$ cat src/rtl/gpr_writeback_merge.sv
// Writeback FIFO and partial-width merge feeding the general-purpose register file.
// Optional `GPR_WRITEBACK_COMMIT_COUNT_EN adds a free-running commit_count output.
module gpr_writeback_merge #(
  parameter int DEPTH = 4
) (
  input  logic             clock,
  input  logic             reset,
  input  logic             req_valid,
  output logic             req_ready,
  input  logic [1:0]       req_size,
  input  logic [2:0]       req_index,
  input  logic [31:0]      req_data,
  input  logic             commit_stall,
  input  logic             flush,
  input  logic [7:0][31:0] reg_value,
  output logic             write_enable,
  output logic [2:0]       write_index,
  output logic [31:0]      write_data,
  output logic             empty,
`ifdef GPR_WRITEBACK_COMMIT_COUNT_EN
  output logic [31:0]      commit_count,
`endif
  output logic             illegal_size
);

  localparam int PTR_W = $clog2(DEPTH);
  localparam logic [PTR_W:0] FULL_CNT = (PTR_W+1)'(DEPTH);

  localparam logic [1:0] SZ_BYTE    = 2'b00;
  localparam logic [1:0] SZ_WORD    = 2'b01;
  localparam logic [1:0] SZ_ILLEGAL = 2'b11;

  logic [1:0]       size_mem  [DEPTH];
  logic [2:0]       index_mem [DEPTH];
  logic [31:0]      data_mem  [DEPTH];
  logic [PTR_W-1:0] wr_ptr;
  logic [PTR_W-1:0] rd_ptr;
  logic [PTR_W:0]   count;

  logic        accept;
  logic        push;
  logic        vld_p0;
  logic [1:0]  size_p0;
  logic [2:0]  index_p0;
  logic [31:0] data_p0;
  logic [2:0]  target_p0;
  logic [31:0] base_p0;
  logic [31:0] merged_p0;

  // AH/CH/DH/BH (byte, index 4-7) alias the high byte of registers 0-3.
  function automatic logic [2:0] target_of(input logic [1:0] size, input logic [2:0] index);
    if (size == SZ_BYTE && index[2])
      return {1'b0, index[1:0]};
    return index;
  endfunction

  function automatic logic [31:0] merge_data(input logic [1:0] size, input logic [2:0] index,
                                             input logic [31:0] base, input logic [31:0] data);
    case (size)
      SZ_BYTE: begin
        if (index[2])
          return {base[31:16], data[7:0], base[7:0]};
        return {base[31:8], data[7:0]};
      end
      SZ_WORD: return {base[31:16], data[15:0]};
      default: return data;
    endcase
  endfunction

  assign req_ready = (count != FULL_CNT) && !flush;
  assign accept    = req_valid && req_ready;
  assign push      = accept && (req_size != SZ_ILLEGAL);
  assign vld_p0    = (count != '0) && !commit_stall && !flush;
  assign empty     = (count == '0) && !write_enable;

  always_ff @(posedge clock) begin
    if (push) begin
      size_mem[wr_ptr]  <= req_size;
      index_mem[wr_ptr] <= req_index;
      data_mem[wr_ptr]  <= req_data;
    end
  end

  always_ff @(posedge clock or posedge reset) begin
    if (reset) begin
      wr_ptr <= '0;
      rd_ptr <= '0;
      count  <= '0;
    end else if (flush) begin
      wr_ptr <= '0;
      rd_ptr <= '0;
      count  <= '0;
    end else begin
      if (push)
        wr_ptr <= wr_ptr + 1'b1;
      if (vld_p0)
        rd_ptr <= rd_ptr + 1'b1;
      if (push && !vld_p0)
        count <= count + 1'b1;
      else if (!push && vld_p0)
        count <= count - 1'b1;
    end
  end

  always_ff @(posedge clock or posedge reset) begin
    if (reset)
      illegal_size <= 1'b0;
    else if (accept && req_size == SZ_ILLEGAL)
      illegal_size <= 1'b1;
  end

  // p0: FIFO head, merged against the in-flight write when it targets the same register
  assign size_p0   = size_mem[rd_ptr];
  assign index_p0  = index_mem[rd_ptr];
  assign data_p0   = data_mem[rd_ptr];
  assign target_p0 = target_of(size_p0, index_p0);
  assign base_p0   = (write_enable && write_index == target_p0) ? write_data : reg_value[target_p0];
  assign merged_p0 = merge_data(size_p0, index_p0, base_p0, data_p0);

  // p1: registered write toward the register file
  always_ff @(posedge clock or posedge reset) begin
    if (reset) begin
      write_enable <= 1'b0;
      write_index  <= '0;
      write_data   <= '0;
    end else begin
      write_enable <= vld_p0;
      if (vld_p0) begin
        write_index <= target_p0;
        write_data  <= merged_p0;
      end
    end
  end

`ifdef GPR_WRITEBACK_COMMIT_COUNT_EN
  always_ff @(posedge clock or posedge reset) begin
    if (reset)
      commit_count <= '0;
    else if (write_enable)
      commit_count <= commit_count + 32'd1;
  end
`endif

endmodule

$ cat config.mk
export PLATFORM = sky130hd
export DESIGN_NAME = gpr_writeback_merge
export DESIGN_NICKNAME = d
export VERILOG_FILES = /design/src/rtl/gpr_writeback_merge.sv
export SDC_FILE = /design/constraint.sdc
export NUM_CORES = 1
export LEC_CHECK = 0
export BUFFER_PORTS_ARGS = -buffer_cell sky130_fd_sc_hd__buf_2
export CAP_MARGIN = 5
export CORE_MARGIN = 1.5
export CORE_UTILIZATION = 55
export CTS_BUF_LIST = sky130_fd_sc_hd__clkbuf_4 sky130_fd_sc_hd__clkbuf_8
export DETAILED_ROUTE_END_ITERATION = 7
export HOLD_SLACK_MARGIN = 0.15
export PLACE_DENSITY = 0.87
export SYNTH_ARGS = -nofsm -noshare
export SYNTH_HDL_FRONTEND = slang
export SYNTH_SLANG_ARGS = --single-unit
$ cat constraint.sdc
create_clock -name clock -period 5.35 [get_ports clock]
set_input_delay 0.2675 -clock clock [delete_from_list [all_inputs] [get_ports clock]]
set_output_delay 0.2675 -clock clock [all_outputs]
set_load 0.02 [all_outputs]
==> results of run 1 <==
## cell type report
class                   count  area (sq um)  share of cell area, %
diodes                      2         5.005                0.04251
clock buffers              20         256.5                  2.179
clock inverters            12         101.3                 0.8609
inverters                  23         86.33                 0.7333
multi-input cells         367          3674                  31.20
flip-flops and latches    192          5548                  47.13
well taps                 220         275.3                  2.338
repair buffers            319          1827                  15.52
## stage by stage
| step | power [mW] | setup WS, ps | instances |
|---|---|---|---|
| 6_report | 4.801 | 1858 | 1155 |
| 5_1_grt | 5.048 | 1653 | 1154 |
| 4_1_cts | 4.827 | 1895 | 1153 |
| 3_5_place_dp | 3.938 | 1902 | 1081 |
| 3_3_place_gp | 3.885 | 1941 | 1081 |
| 2_1_floorplan | 3.375 | 2915 | 623 |
## what timing repair did
| action | 4_1_cts | 5_1_grt |
|---|---|---|
| gates resized for setup | 0 | 0 |
| hold endpoints to repair | 200 | 0 |
| hold buffers | 40 | 0 |
## synthesized netlist by cell type, drive strengths merged (2+ instances only)
master / count
mux2i: 150
edfxtp: 148
dfrtp: 44
mux4: 36
buf: 30
a211oi: 26
inv: 23
nor2: 18
nand2: 17
nor3: 17
o32ai: 16
o21ai: 12
clkbuf: 11
nor2b: 9
a2bb2oi: 8
a31oi: 8
o2bb2ai: 8
xnor2: 6
and2: 5
ha: 4
mux2: 3
xor2: 3
a21oi: 2
and3b: 2
nor3b: 2
nor4: 2
## state kept, by name, summed over array words and instances, names as in the netlist
register and cells:
count 3, rd_ptr 2, size_mem 8, write_data 32, write_enable 1, write_index 3, illegal_size 1, data_mem 128
wr_ptr 2, index_mem 12
## cell usage in the layout, fill, tap and decap left out, types with 2 or more instances in the layout
master / Yosys / final
sky130_fd_sc_hd__a211oi_1: 13 / 13
sky130_fd_sc_hd__a211oi_2: 12 / 12
sky130_fd_sc_hd__a21oi_1: 2 / 2
sky130_fd_sc_hd__a2bb2oi_1: 8 / 8
sky130_fd_sc_hd__a31oi_1: 8 / 8
sky130_fd_sc_hd__and2_2: 0 / 4
sky130_fd_sc_hd__and3b_1: 2 / 2
sky130_fd_sc_hd__buf_2: 24 / 272
sky130_fd_sc_hd__buf_4: 5 / 6
sky130_fd_sc_hd__clkbuf_4: 0 / 3
sky130_fd_sc_hd__clkbuf_8: 0 / 17
sky130_fd_sc_hd__clkinvlp_4: 0 / 3
sky130_fd_sc_hd__dfrtp_1: 44 / 42
sky130_fd_sc_hd__dfrtp_2: 0 / 2
sky130_fd_sc_hd__diode_2: 0 / 2
sky130_fd_sc_hd__dlygate4sd3_1: 0 / 40
sky130_fd_sc_hd__edfxtp_1: 148 / 148
sky130_fd_sc_hd__ha_1: 4 / 4
sky130_fd_sc_hd__inv_1: 23 / 22
sky130_fd_sc_hd__inv_6: 0 / 5
sky130_fd_sc_hd__inv_8: 0 / 2
sky130_fd_sc_hd__mux2_2: 3 / 3
sky130_fd_sc_hd__mux2i_1: 150 / 150
sky130_fd_sc_hd__mux4_2: 36 / 35
sky130_fd_sc_hd__nand2_1: 17 / 17
sky130_fd_sc_hd__nor2_1: 17 / 17
sky130_fd_sc_hd__nor2b_1: 9 / 9
sky130_fd_sc_hd__nor3_1: 17 / 17
sky130_fd_sc_hd__o21ai_0: 3 / 3
sky130_fd_sc_hd__o21ai_1: 8 / 8
sky130_fd_sc_hd__o2bb2ai_1: 8 / 8
sky130_fd_sc_hd__o32ai_1: 16 / 16
sky130_fd_sc_hd__xnor2_1: 6 / 6
sky130_fd_sc_hd__xor2_1: 2 / 2
## worst reg2reg max path, delay by kind of cell (launching register included)
family                 cells  cell delay, ps
flip-flops                 1             980
multiplexers               1             830
XOR/XNOR                   1             200
AO/OA/AOI/OAI              3            1070
buffers and inverters      1             340
## per-layer routing
metal	up-vias	routed length, microns	global-route usage [%]	part of all wire (%)
li1	3048	-	-	-
met1	3222	9696	36.17	40
met2	329	11510	43.13	48
met3	39	2276	7.470	9.5
met4	0	515	8.722	2.1
met5	-	0	0	0
## worst max path at each step
stage                         start        endpoint  cells after the start
final                     rd_ptr[0]   write_data[5]                      6
after detailed placement  rd_ptr[0]   write_data[1]                      6
after CTS                 rd_ptr[0]  write_data[20]                      5
after floorplan            count[0]  data_mem[0][0]                      3
after global routing      rd_ptr[0]  write_data[20]                      5
after global placement    rd_ptr[0]   write_data[5]                      6
## report_power, final
group / internal, mW / switching, mW
Sequential: 1.79 / 0.178
Combinational: 0.882 / 1.08
Clock: 0.349 / 0.524
Total: 3.02 / 1.78
## logic make-up after synthesis
kind of cell,after synthesis
compound gates,87
xor+xnor,9
simple gates,77
flops,192
buf+inv,64
mux,189
fa+ha+maj,5
==> load_flow_metrics.sql, run 1 <==
INSERT INTO impl_metrics (metric_group, metric, value, unit) VALUES
('grt', 'grt_first_pass_wirelength', '36.12', 'mm'),
('detailed_routing', 'post-route-drc-count', '0', ''),
('worst_setup_path', 'critPathArrivalTime', '3890', 'ps'),
('power', 'worst_ir_drop_vdd', '250.8', 'uV'),
('finish', 'areaGrowthSynthToFinish', '23.82', '%'),
('detailed_routing', 'dr_total_vias', '6638', ''),
('place', 'detailed_place.area', '11010', 'sq um'),
('cts', 'post_cts.repair.setup_buffers', '0', ''),
('yosys', 'post_synthesis_mux_area_share', '24.67', '%'),
('floorplan', 'die_area', '18080', 'sq um'),
('floorplan', 'chipWidth', '134.5', 'microns'),
('place', 'dp_hpwl', '16.81', 'mm'),
('timing', 'min_period_over_period', '65.27', '%'),
('timing', 'finClkSkew', '16.35', 'ps'),
('hold_path', 'hold_class', 'primary input to flop', ''),
('yosys', 'dominantRegCellSynth', 'sky130_fd_sc_hd__edfxtp_1', ''),
('cts', 'sink_count', '192', ''),
('grt', 'grt_util_all_layers', '26.96', '%'),
('finish', 'final_core_util', '70.24', '%'),
('hold_path', 'min_to', 'rd_ptr[0]', ''),
('yosys', 'synth_simple_gate_area_share', '4.211', '%'),
('finish', 'final_layout_size_suffix_gt1_share', '40.62', '%'),
('worst_setup_path', 'crit_chain', 'mux4_4, xor2_2, a211oi_4, buf_4, a21o_1, o2bb2ai_1', ''),
('worst_setup_path', 'cp.buffers_inverters', '1', ''),
('cts', 'worstSkewPairLatency', '470', 'ps'),
('yosys', 'synth-edff-count', '148', ''),
('finish', 'fillCellCount', '1145', ''),
('floorplan', 'initial_standard_cell_utilization_of_the_core', '56.73', '%'),
('yosys', 'synth.largest_area_cell', 'sky130_fd_sc_hd__edfxtp_1', ''),
('hold_path', 'hold_path.startpoint', 'commit_stall', ''),
('worst_setup_path', 'critPathLaunchType', 'flop', ''),
('grt', 'grt_pass1_vias', '6602', ''),
('finish', 'layout.cell_area.non_filler', '11770', 'sq um'),
('floorplan', 'boundaryPins', '337', ''),
('status', 'status', 'finished clean', ''),
('place', 'place.port_buffers', '272', ''),
('yosys', 'synth-compound-area-share', '8.027', '%'),
('timing', 'fin_hold_ws', '251.8', 'ps'),
('yosys', 'postSynthCellCount', '623', ''),
('yosys', 'synth_top_cell_area_share', '46.74', '%'),
('worst_setup_path', 'critical_path.max_fanout', '30', ''),
('detailed_routing', 'firstDrtPassIters', '5', ''),
('worst_setup_path', 'worst_r2r_endpoint', 'write_data[5]', ''),
('yosys', 'syn-mean-instance-area', '15.26', 'sq um'),
('detailed_routing', 'route.detailed.vias_per_inst', '5.747', ''),
('cts', 'maximum_clock_insertion_buffer_count', '2', ''),
('floorplan', 'height_of_the_die', '134.5', 'microns'),
('timing', 'final-setup-viol-count', '0', ''),
('timing', 'timing.final.crit_period', '3492', 'ps'),
('timing', 'final_max_slew_viol_count', '0', ''),
('grt', 'grt_remaining_overflow', '0', ''),
('worst_setup_path', 'cp_slowest_cell', 'sky130_fd_sc_hd__dfrtp_2', ''),
('worst_setup_path', 'critical_path.endpoint_type', 'flop', ''),
('cts', 'cts_max_level', '4', ''),
('timing', 'timing_worst_slew_pin_value', '1030', 'ps'),
('floorplan', 'core_region_area', '16760', 'sq um'),
('yosys', 'ys_top_cells_by_area', 'sky130_fd_sc_hd__edfxtp_1 47%, sky130_fd_sc_hd__mux2i_1 16%, sky130_fd_sc_hd__dfrtp_1 12%, sky130_fd_sc_hd__mux4_2 8.5%, sky130_fd_sc_hd__a211oi_2 1.6%', ''),
('detailed_routing', 'post_drt_wl_per_cell', '20.77', 'microns'),
('worst_setup_path', 'regToRegStartpoint', 'rd_ptr[0]', ''),
('detailed_routing', 'detail_route.wirelength', '23.99', 'mm'),
('worst_setup_path', 'worst_r2r_path_depth', '6', ''),
('timing', 'tns', '0', 'ps'),
('timing', 'finalHoldViolCount', '0', ''),
('power', 'power.leakage', '4.898', 'nW'),
('timing', 'timing.max_slew.rel_slack', '31.33', '%'),
('worst_setup_path', 'r2r_setup_slack', '1860', 'ps'),
('yosys', 'syn-num-nets', '926', ''),
('yosys', 'post_synth_num_cell_types', '50', ''),
('yosys', 'synthArstFlopShare', '22.92', '%'),
('grt', 'grt_start_max_net_pins', '97', ''),
('cts', 'clk_pin_slew', '100', 'ps');
No activity file was read; power rests on OpenSTA's default activity.
==> run 2: changes to the inputs <==
ABC_AREA = 1   (was unset)
CORE_UTILIZATION = 53   (was 55)
PLACE_DENSITY = 0.83   (was 0.87)
clock period = 3.6 ns   (was 5.35 ns; I/O delays follow)
==> load_flow_metrics.sql, run 2 <==
INSERT INTO impl_metrics (metric_group, metric, value, unit) VALUES
('worst_setup_path', 'critPathLaunchType', 'flop', ''),
('worst_setup_path', 'cp_slowest_cell', 'sky130_fd_sc_hd__dfrtp_2', ''),
('timing', 'min_period_over_period', '90.81', '%'),
('power', 'power.internal', '4.453', 'mW'),
('finish', 'largest_register', 'data_mem', ''),
('detailed_routing', 'route.detailed.vias_per_inst', '5.747', ''),
('finish', 'finalNetCount', '1900', ''),
('cts', 'tritoncts', 'yes', ''),
('grt', 'grt_util_all_layers', '34.31', '%'),
('timing', 'finClkSkew', '15.60', 'ps'),
('worst_setup_path', 'critPathArrivalTime', '3640', 'ps'),
('worst_setup_path', 'crit_path_max_incr_delay', '570', 'ps'),
('yosys', 'ys_top_cells_by_area', 'sky130_fd_sc_hd__edfxtp_1 42%, sky130_fd_sc_hd__nand3_1 16%, sky130_fd_sc_hd__dfrtp_1 10%, sky130_fd_sc_hd__nand2_1 8.4%, sky130_fd_sc_hd__nor2_1 4.1%', ''),
('yosys', 'syn-num-nets', '1576', ''),
('floorplan', 'boundaryPins', '337', ''),
('timing', 'timing.max_slew.rel_slack', '32.22', '%'),
('yosys', 'post_synth_num_cell_types', '30', ''),
('finish', 'areaGrowthSynthToFinish', '24.15', '%'),
('worst_setup_path', 'worst-setup-path-type', 'flop to flop', ''),
('yosys', 'postSynthCellCount', '1273', ''),
('yosys', 'dominantRegCellSynth', 'sky130_fd_sc_hd__edfxtp_1', ''),
('grt', 'antenna_found_initial', '8', ''),
('floorplan', 'core_region_area', '19650', 'sq um'),
('grt', 'grt_remaining_overflow', '0', ''),
('worst_setup_path', 'crit_chain', 'inv_2, nand2_1, nand3_1, nand2_4, nand2_4, nand2_2, buf_4, nand2_1, nand2_4, nand2_4, nand2_1, nor2_1, nor2_1, nor2_1', ''),
('place', 'detailed_place.area', '12470', 'sq um'),
('finish', 'layout_top_registers', 'data_mem: 128 flops, write_data: 32 flops, index_mem: 12 flops', ''),
('hold_path', 'hold_path.startpoint', 'reg_value[43]', ''),
('cts', 'cts.repair.resized', '0', ''),
('place', 'gp_routability_congestion', '1.004', ''),
('status', 'status', 'finished clean', ''),
('cts', 'number_of_cts_inserted_buffers', '17', ''),
('cts', 'cts_max_level', '4', ''),
('detailed_routing', 'route.antenna.remaining_nets', '0', ''),
('yosys', 'synth-seq-area-share', '51.85', '%'),
('floorplan', 'die_area', '21040', 'sq um'),
('timing', 'timing_worst_slew_pin_value', '1015', 'ps'),
('detailed_routing', 'detail_route.wirelength', '36.45', 'mm'),
('timing', 'grt_setup_unrepaired', 'false', ''),
('finish', 'fillCellCount', '1718', ''),
('power', 'power.leakage', '5.904', 'nW'),
('yosys', 'yosys.cell_count.top_type', 'sky130_fd_sc_hd__nand3_1', ''),
('cts', 'post_cts.repair.setup_buffers', '0', ''),
('power', 'psw', '3.743', 'mW'),
('cts', 'sink_count', '192', ''),
('yosys', 'synth_top_cell_area_share', '41.56', '%'),
('yosys', 'yosys_register_bits', '192', ''),
('detailed_routing', 'dr_total_vias', '10821', ''),
('finish', 'layout.cell_area.non_filler', '13280', 'sq um'),
('timing', 'final_max_slew_viol_count', '0', ''),
('grt', 'grt_pass1_vias', '10224', ''),
('power', 'power_density', '617.3', 'nW/um^2'),
('place', 'dp_hpwl', '25.91', 'mm'),
('cts', 'maximum_clock_insertion_buffer_count', '2', ''),
('floorplan', 'initial_standard_cell_utilization_of_the_core', '54.41', '%'),
('timing', 'timing.final.crit_period', '3269', 'ps'),
('floorplan', 'height_of_the_die', '145.0', 'microns'),
('power', 'worst_ir_drop_vdd', '407.1', 'uV'),
('power', 'comb_power_share', '49.4', '%'),
('worst_setup_path', 'timing.critical_path.from', 'rd_ptr[0]', ''),
('yosys', 'synthArstFlopShare', '22.92', '%'),
('cts', 'clk_pin_slew', '100', 'ps'),
('yosys', 'ys_top_cells_by_count', '349 x sky130_fd_sc_hd__nand3_1, 238 x sky130_fd_sc_hd__nand2_1, 148 x sky130_fd_sc_hd__edfxtp_1', ''),
('worst_setup_path', 'critical_path.max_fanout', '33', ''),
('place', 'place.port_buffers', '336', ''),
('floorplan', 'floorplan.rows', '51', ''),
('timing', 'tns', '0', 'ps'),
('timing', 'finalHoldViolCount', '0', ''),
('detailed_routing', 'post_drt_wl_per_cell', '19.36', 'microns'),
('yosys', 'syn-mean-instance-area', '8.401', 'sq um'),
('detailed_routing', 'firstDrtPassIters', '7', ''),
('finish', 'final_layout_size_suffix_gt1_share', '26.40', '%'),
('timing', 'final-setup-viol-count', '0', ''),
('detailed_routing', 'post-route-drc-count', '0', ''),
('power', 'pwr-share-seq', '35.0', '%'),
('worst_setup_path', 'regToRegStartpoint', 'rd_ptr[0]', ''),
('cts', 'cts.root.buffer_cell', 'sky130_fd_sc_hd__clkbuf_8', ''),
('flow_run', 'cap_violations', '0', ''),
('hold_path', 'hold_class', 'primary input to flop', ''),
('yosys', 'synth-edff-count', '148', ''),
('finish', 'largest_reg_flops', '128', ''),
('yosys', 'yosys_warnings', '0', ''),
('grt', 'grt_first_pass_wirelength', '56.13', 'mm'),
('power', 'switching_fraction', '45.67', '%'),
('grt', 'grt_start_max_net_pins', '97', ''),
('worst_setup_path', 'worst-endpoint-required', '3970', 'ps'),
('cts', 'worstSkewPairLatency', '470', 'ps'),
('worst_setup_path', 'cpMostUsedCell', 'sky130_fd_sc_hd__nand2_4', ''),
('finish', 'layout_common_cells', '349 x sky130_fd_sc_hd__nand3_1, 336 x sky130_fd_sc_hd__buf_2, 237 x sky130_fd_sc_hd__nand2_1, 148 x sky130_fd_sc_hd__edfxtp_1, 114 x sky130_fd_sc_hd__nor2_1', ''),
('finish', 'layout_commonest_cell', 'sky130_fd_sc_hd__nand3_1', ''),
('power', 'clock_power_share', '15.6', '%'),
('timing', 'max_freq', '305.9', 'MHz'),
('yosys', 'synth.largest_area_cell', 'sky130_fd_sc_hd__edfxtp_1', ''),
('detailed_routing', 'dr.first_iter.drc_count', '1104', ''),
('cts', 'cts.hold.buffers_added', '44', ''),
('floorplan', 'chipWidth', '145.0', 'microns'),
('yosys', 'syn_area', '10690', 'sq um'),
('worst_setup_path', 'critical_path.endpoint_type', 'flop', '');
## run 2: layout make-up
class | instances | area, sq um | area share, %
Inverter | 64 | 240.2 | 1.809
Timing Repair Buffer | 400 | 2272 | 17.11
Tap cell | 265 | 331.6 | 2.497
Antenna cell | 8 | 20.02 | 0.1508
Sequential cell | 192 | 5547 | 41.78
Clock inverter | 14 | 105.1 | 0.7916
Multi-Input combinational cell | 922 | 4519 | 34.04
Clock buffer | 18 | 241.5 | 1.819
## run 2: worst max-delay path, delay by kind of cell (launching register included)
kind	cells	cell delay [ps]
buf+inv	2	650
flops	1	570
simple gates	12	1900
## run 2: cells by family (layout without fill, tap and decap cells)
kind of cell,count (synthesis),in the layout,synth area share (%)
and+or+nand+nor,733,733,31.39
adders and majority gates,5,5,0.6552
buffers and inverters,159,496,6.377
AOI/OAI and AO/OA,182,182,9.559
xor gates and xnor gates,2,2,0.1638
other,0,8,0
DFF,192,192,51.85
## run 2: path summary, 6_finish.rpt
check                                       to  slack, ps  depth (start not counted)
worst max-delay path            write_data[11]        330                         14
worst min-delay path            write_data[11]        210                          7
worst max register to register  write_data[11]        330                         14
worst min register to register  write_data[12]        530                          2
max in group asynchronous            rd_ptr[0]       2400                          3
min in group asynchronous       write_index[1]        520                          3
## run 2: routing by layer
metal / global-route usage, % / part of all wire, % / up-vias
met5: 0 / 0.025 / -
met4: 13.25 / 3.3 / 2
met3: 5.440 / 7.6 / 65
met2: 56.67 / 49 / 549
met1: 45.56 / 40 / 5116
li1: - / - / 5089
## run 2: power by group through the flow
stage	clock (mW)	combinational [mW]	sequential [mW]
finish	1.28	4.05	2.87
global route	1.36	4.42	2.88
CTS	1.28	3.99	2.86
detailed placement	0	3.95	2.90
global placement	0	3.88	2.91
floorplan	0	2.55	3.08
## run 2: stage by stage
step / setup WS [ps] / util (%) / hold slack [ps] / power [mW] / std cells
5_1_grt: 70.45 / 67.54 / 260.5 / 8.666 / 1882
6_report: 330.8 / 67.55 / 207.9 / 8.196 / 1883
3_5_place_dp: 378.9 / 63.45 / 394.2 / 6.849 / 1799
4_1_cts: 372.1 / 67.45 / 188.1 / 8.133 / 1875
2_1_floorplan: 223.0 / - / 278.9 / 5.627 / 1273
3_3_place_gp: 449.1 / 63.45 / 391.3 / 6.789 / 1799
==> run 3: changes to the inputs <==
CORE_UTILIZATION = 49   (was 53)
PLACE_DENSITY = 0.77   (was 0.83)
==> load_flow_metrics.sql, run 3 (synthesis gave the netlist of run 2 again) <==
INSERT INTO impl_metrics (metric_group, metric, value, unit) VALUES
('timing', 'timing.final.crit_period', '2955', 'ps'),
('worst_setup_path', 'crit_path_max_incr_delay', '580', 'ps'),
('floorplan', 'chipWidth', '150.7', 'microns'),
('worst_setup_path', 'cp_slowest_cell', 'sky130_fd_sc_hd__buf_4', ''),
('cts', 'tritoncts', 'yes', ''),
('worst_setup_path', 'timing.critical_path.max_delay_family', 'simple AND/OR/NAND/NOR gates', ''),
('power', 'power.leakage', '5.933', 'nW'),
('finish', 'final_core_util', '62.84', '%'),
('detailed_routing', 'dr.first_iter.drc_count', '847', ''),
('place', 'gp_routability_congestion', '0.9797', ''),
('timing', 'final-setup-viol-count', '0', ''),
('floorplan', 'height_of_the_die', '150.7', 'microns'),
('detailed_routing', 'highest_layer', 'met4', ''),
('timing', 'finalHoldViolCount', '0', ''),
('finish', 'layout_common_cells', '349 x sky130_fd_sc_hd__nand3_1, 336 x sky130_fd_sc_hd__buf_2, 237 x sky130_fd_sc_hd__nand2_1, 148 x sky130_fd_sc_hd__edfxtp_1, 114 x sky130_fd_sc_hd__nor2_1', ''),
('cts', 'sink_count', '192', ''),
('cts', 'cts_max_level', '4', ''),
('worst_setup_path', 'crit_chain', 'buf_4, nand2_1, nand3_4, nand2_4, nand2_1, nand3_2, nor2_8, nand2_4, nand2_1, nor2_1, nor2_1, nor2_1', ''),
('timing', 'timing_worst_slew_pin_value', '966.3', 'ps'),
('hold_path', 'hold_class', 'primary input to flop', ''),
('floorplan', 'initial_standard_cell_utilization_of_the_core', '50.40', '%'),
('power', 'total_power', '8.228', 'mW'),
('floorplan', 'die_area', '22720', 'sq um'),
('detailed_routing', 'firstDrtPassIters', '5', ''),
('timing', 'timing.max_slew.rel_slack', '35.18', '%'),
('detailed_routing', 'drt-met1-wl', '14.56', 'mm'),
('detailed_routing', 'detail_route.wirelength', '35.23', 'mm'),
('finish', 'finalNetCount', '1901', ''),
('floorplan', 'core_region_area', '21220', 'sq um'),
('floorplan', 'boundaryPins', '337', ''),
('timing', 'finClkSkew', '13.13', 'ps'),
('timing', 'grt_setup_unrepaired', 'false', ''),
('detailed_routing', 'route.antenna.remaining_nets', '0', ''),
('worst_setup_path', 'critPathArrivalTime', '3320', 'ps'),
('finish', 'fillCellCount', '1879', ''),
('grt', 'grt_pass1_vias', '9471', ''),
('timing', 'max_freq', '338.5', 'MHz'),
('finish', 'areaGrowthSynthToFinish', '24.69', '%'),
('finish', 'largest_register', 'data_mem', ''),
('detailed_routing', 'post-route-drc-count', '0', ''),
('grt', 'grt_first_pass_wirelength', '51.69', 'mm'),
('timing', 'tns', '0', 'ps'),
('worst_setup_path', 'critical_path.endpoint_type', 'flop', ''),
('finish', 'layout_top_registers', 'data_mem: 128 flops, write_data: 32 flops, index_mem: 12 flops', ''),
('finish', 'final_layout_size_suffix_gt1_share', '26.52', '%'),
('grt', 'grt_remaining_overflow', '0', ''),
('power', 'power_density', '617.0', 'nW/um^2'),
('detailed_routing', 'route.detailed.vias_per_inst', '5.572', ''),
('finish', 'largest_reg_flops', '128', ''),
('cts', 'cts.root.buffer_cell', 'sky130_fd_sc_hd__clkbuf_8', ''),
('cts', 'number_of_cts_inserted_buffers', '17', ''),
('cts', 'clk_pin_slew', '100', 'ps'),
('detailed_routing', 'dr_total_vias', '10558', ''),
('detailed_routing', 'route.met3.wl', '2.478', 'mm'),
('worst_setup_path', 'cp.buffers_inverters', '1', ''),
('grt', 'grt_util_all_layers', '30.14', '%'),
('finish', 'layout.cell_area.non_filler', '13330', 'sq um'),
('place', 'detailed_place.area', '12500', 'sq um'),
('worst_setup_path', 'critical_path.max_fanout', '76', ''),
('flow_run', 'cap_violations', '0', ''),
('cts', 'cts.repair.resized', '0', ''),
('place', 'place.port_buffers', '336', ''),
('status', 'status', 'finished clean', ''),
('place', 'dp_hpwl', '24.96', 'mm'),
('timing', 'final_max_slew_viol_count', '0', ''),
('grt', 'antenna_found_initial', '9', ''),
('detailed_routing', 'post_drt_wl_per_cell', '18.59', 'microns'),
('grt', 'grt_start_max_net_pins', '151', ''),
('floorplan', 'floorplan.rows', '53', ''),
('worst_setup_path', 'critPathLaunchType', 'flop', ''),
('cts', 'maximum_clock_insertion_buffer_count', '2', ''),
('timing', 'min_period_over_period', '82.07', '%'),
('cts', 'worstSkewPairLatency', '460', 'ps'),
('worst_setup_path', 'worst-setup-path-type', 'flop to flop', ''),
('worst_setup_path', 'worst-endpoint-required', '3960', 'ps'),
('finish', 'layout_commonest_cell', 'sky130_fd_sc_hd__nand3_1', ''),
('detailed_routing', 'met2_length', '17.22', 'mm'),
('power', 'worst_ir_drop_vdd', '362.8', 'uV');
[run 3: power breakdown]
group | internal, mW | switching [mW]
Combinational | 1.31 | 2.74
Clock | 0.567 | 0.759
Sequential | 2.66 | 0.184
[run 3: layout make-up]
cell class                      count  area [sq um]  area share, %
Clock buffer                       18         241.5          1.811
Clock inverter                     13         125.1         0.9384
Sequential cell                   192          5547          41.60
Multi-Input combinational cell    922          4519          33.89
Timing Repair Buffer              401          2292          17.19
Tap cell                          275         344.1          2.580
Inverter                           64         240.2          1.802
Antenna cell                       10         25.02         0.1877
[run 3: routing by layer]
| layer | track usage [%] | vias to the layer above |
|---|---|---|
| met5 | 0 | - |
| met4 | 13.20 | 0 |
| met3 | 4.515 | 62 |
| met2 | 48.20 | 470 |
| met1 | 40.86 | 4937 |
| li1 | - | 5089 |
[run 3: final timing paths]
kind | from | to | slack, ps | cells after the start
max | rd_ptr[0] | write_data[11] | 650 | 12
min reg2reg | write_data[1] | write_data[1] | 520 | 2
min | reg_value[31] | write_data[31] | 250 | 7
max in group asynchronous | reset | write_index[1] | 2470 | 4
min in group asynchronous | reset | write_data[3] | 360 | 3
max reg2reg | rd_ptr[0] | write_data[11] | 650 | 12
[run 3: through the flow]
step                setup WS, ps  cells  hold slack, ps
floorplan                  223.0   1273           278.9
global placement           759.6   1810           317.8
detailed placement         708.9   1810           320.1
CTS                        694.6   1885           226.2
global route               360.8   1894           270.9
finish                     645.5   1895           249.0
[run 3: what timing repair did]
item / in CTS / in global routing
hold endpoints to repair: 179 / 0
hold buffers: 44 / 0
setup buffers: 0 / 0
[run 3: worst min-delay path: stages]
cell,delay (ps)
sky130_fd_sc_hd__buf_2,100
sky130_fd_sc_hd__nand2_1,50
sky130_fd_sc_hd__nand3_1,60
sky130_fd_sc_hd__nand3_1,90
sky130_fd_sc_hd__nand3_2,80
sky130_fd_sc_hd__nand3_1,70
sky130_fd_sc_hd__a21boi_1,60
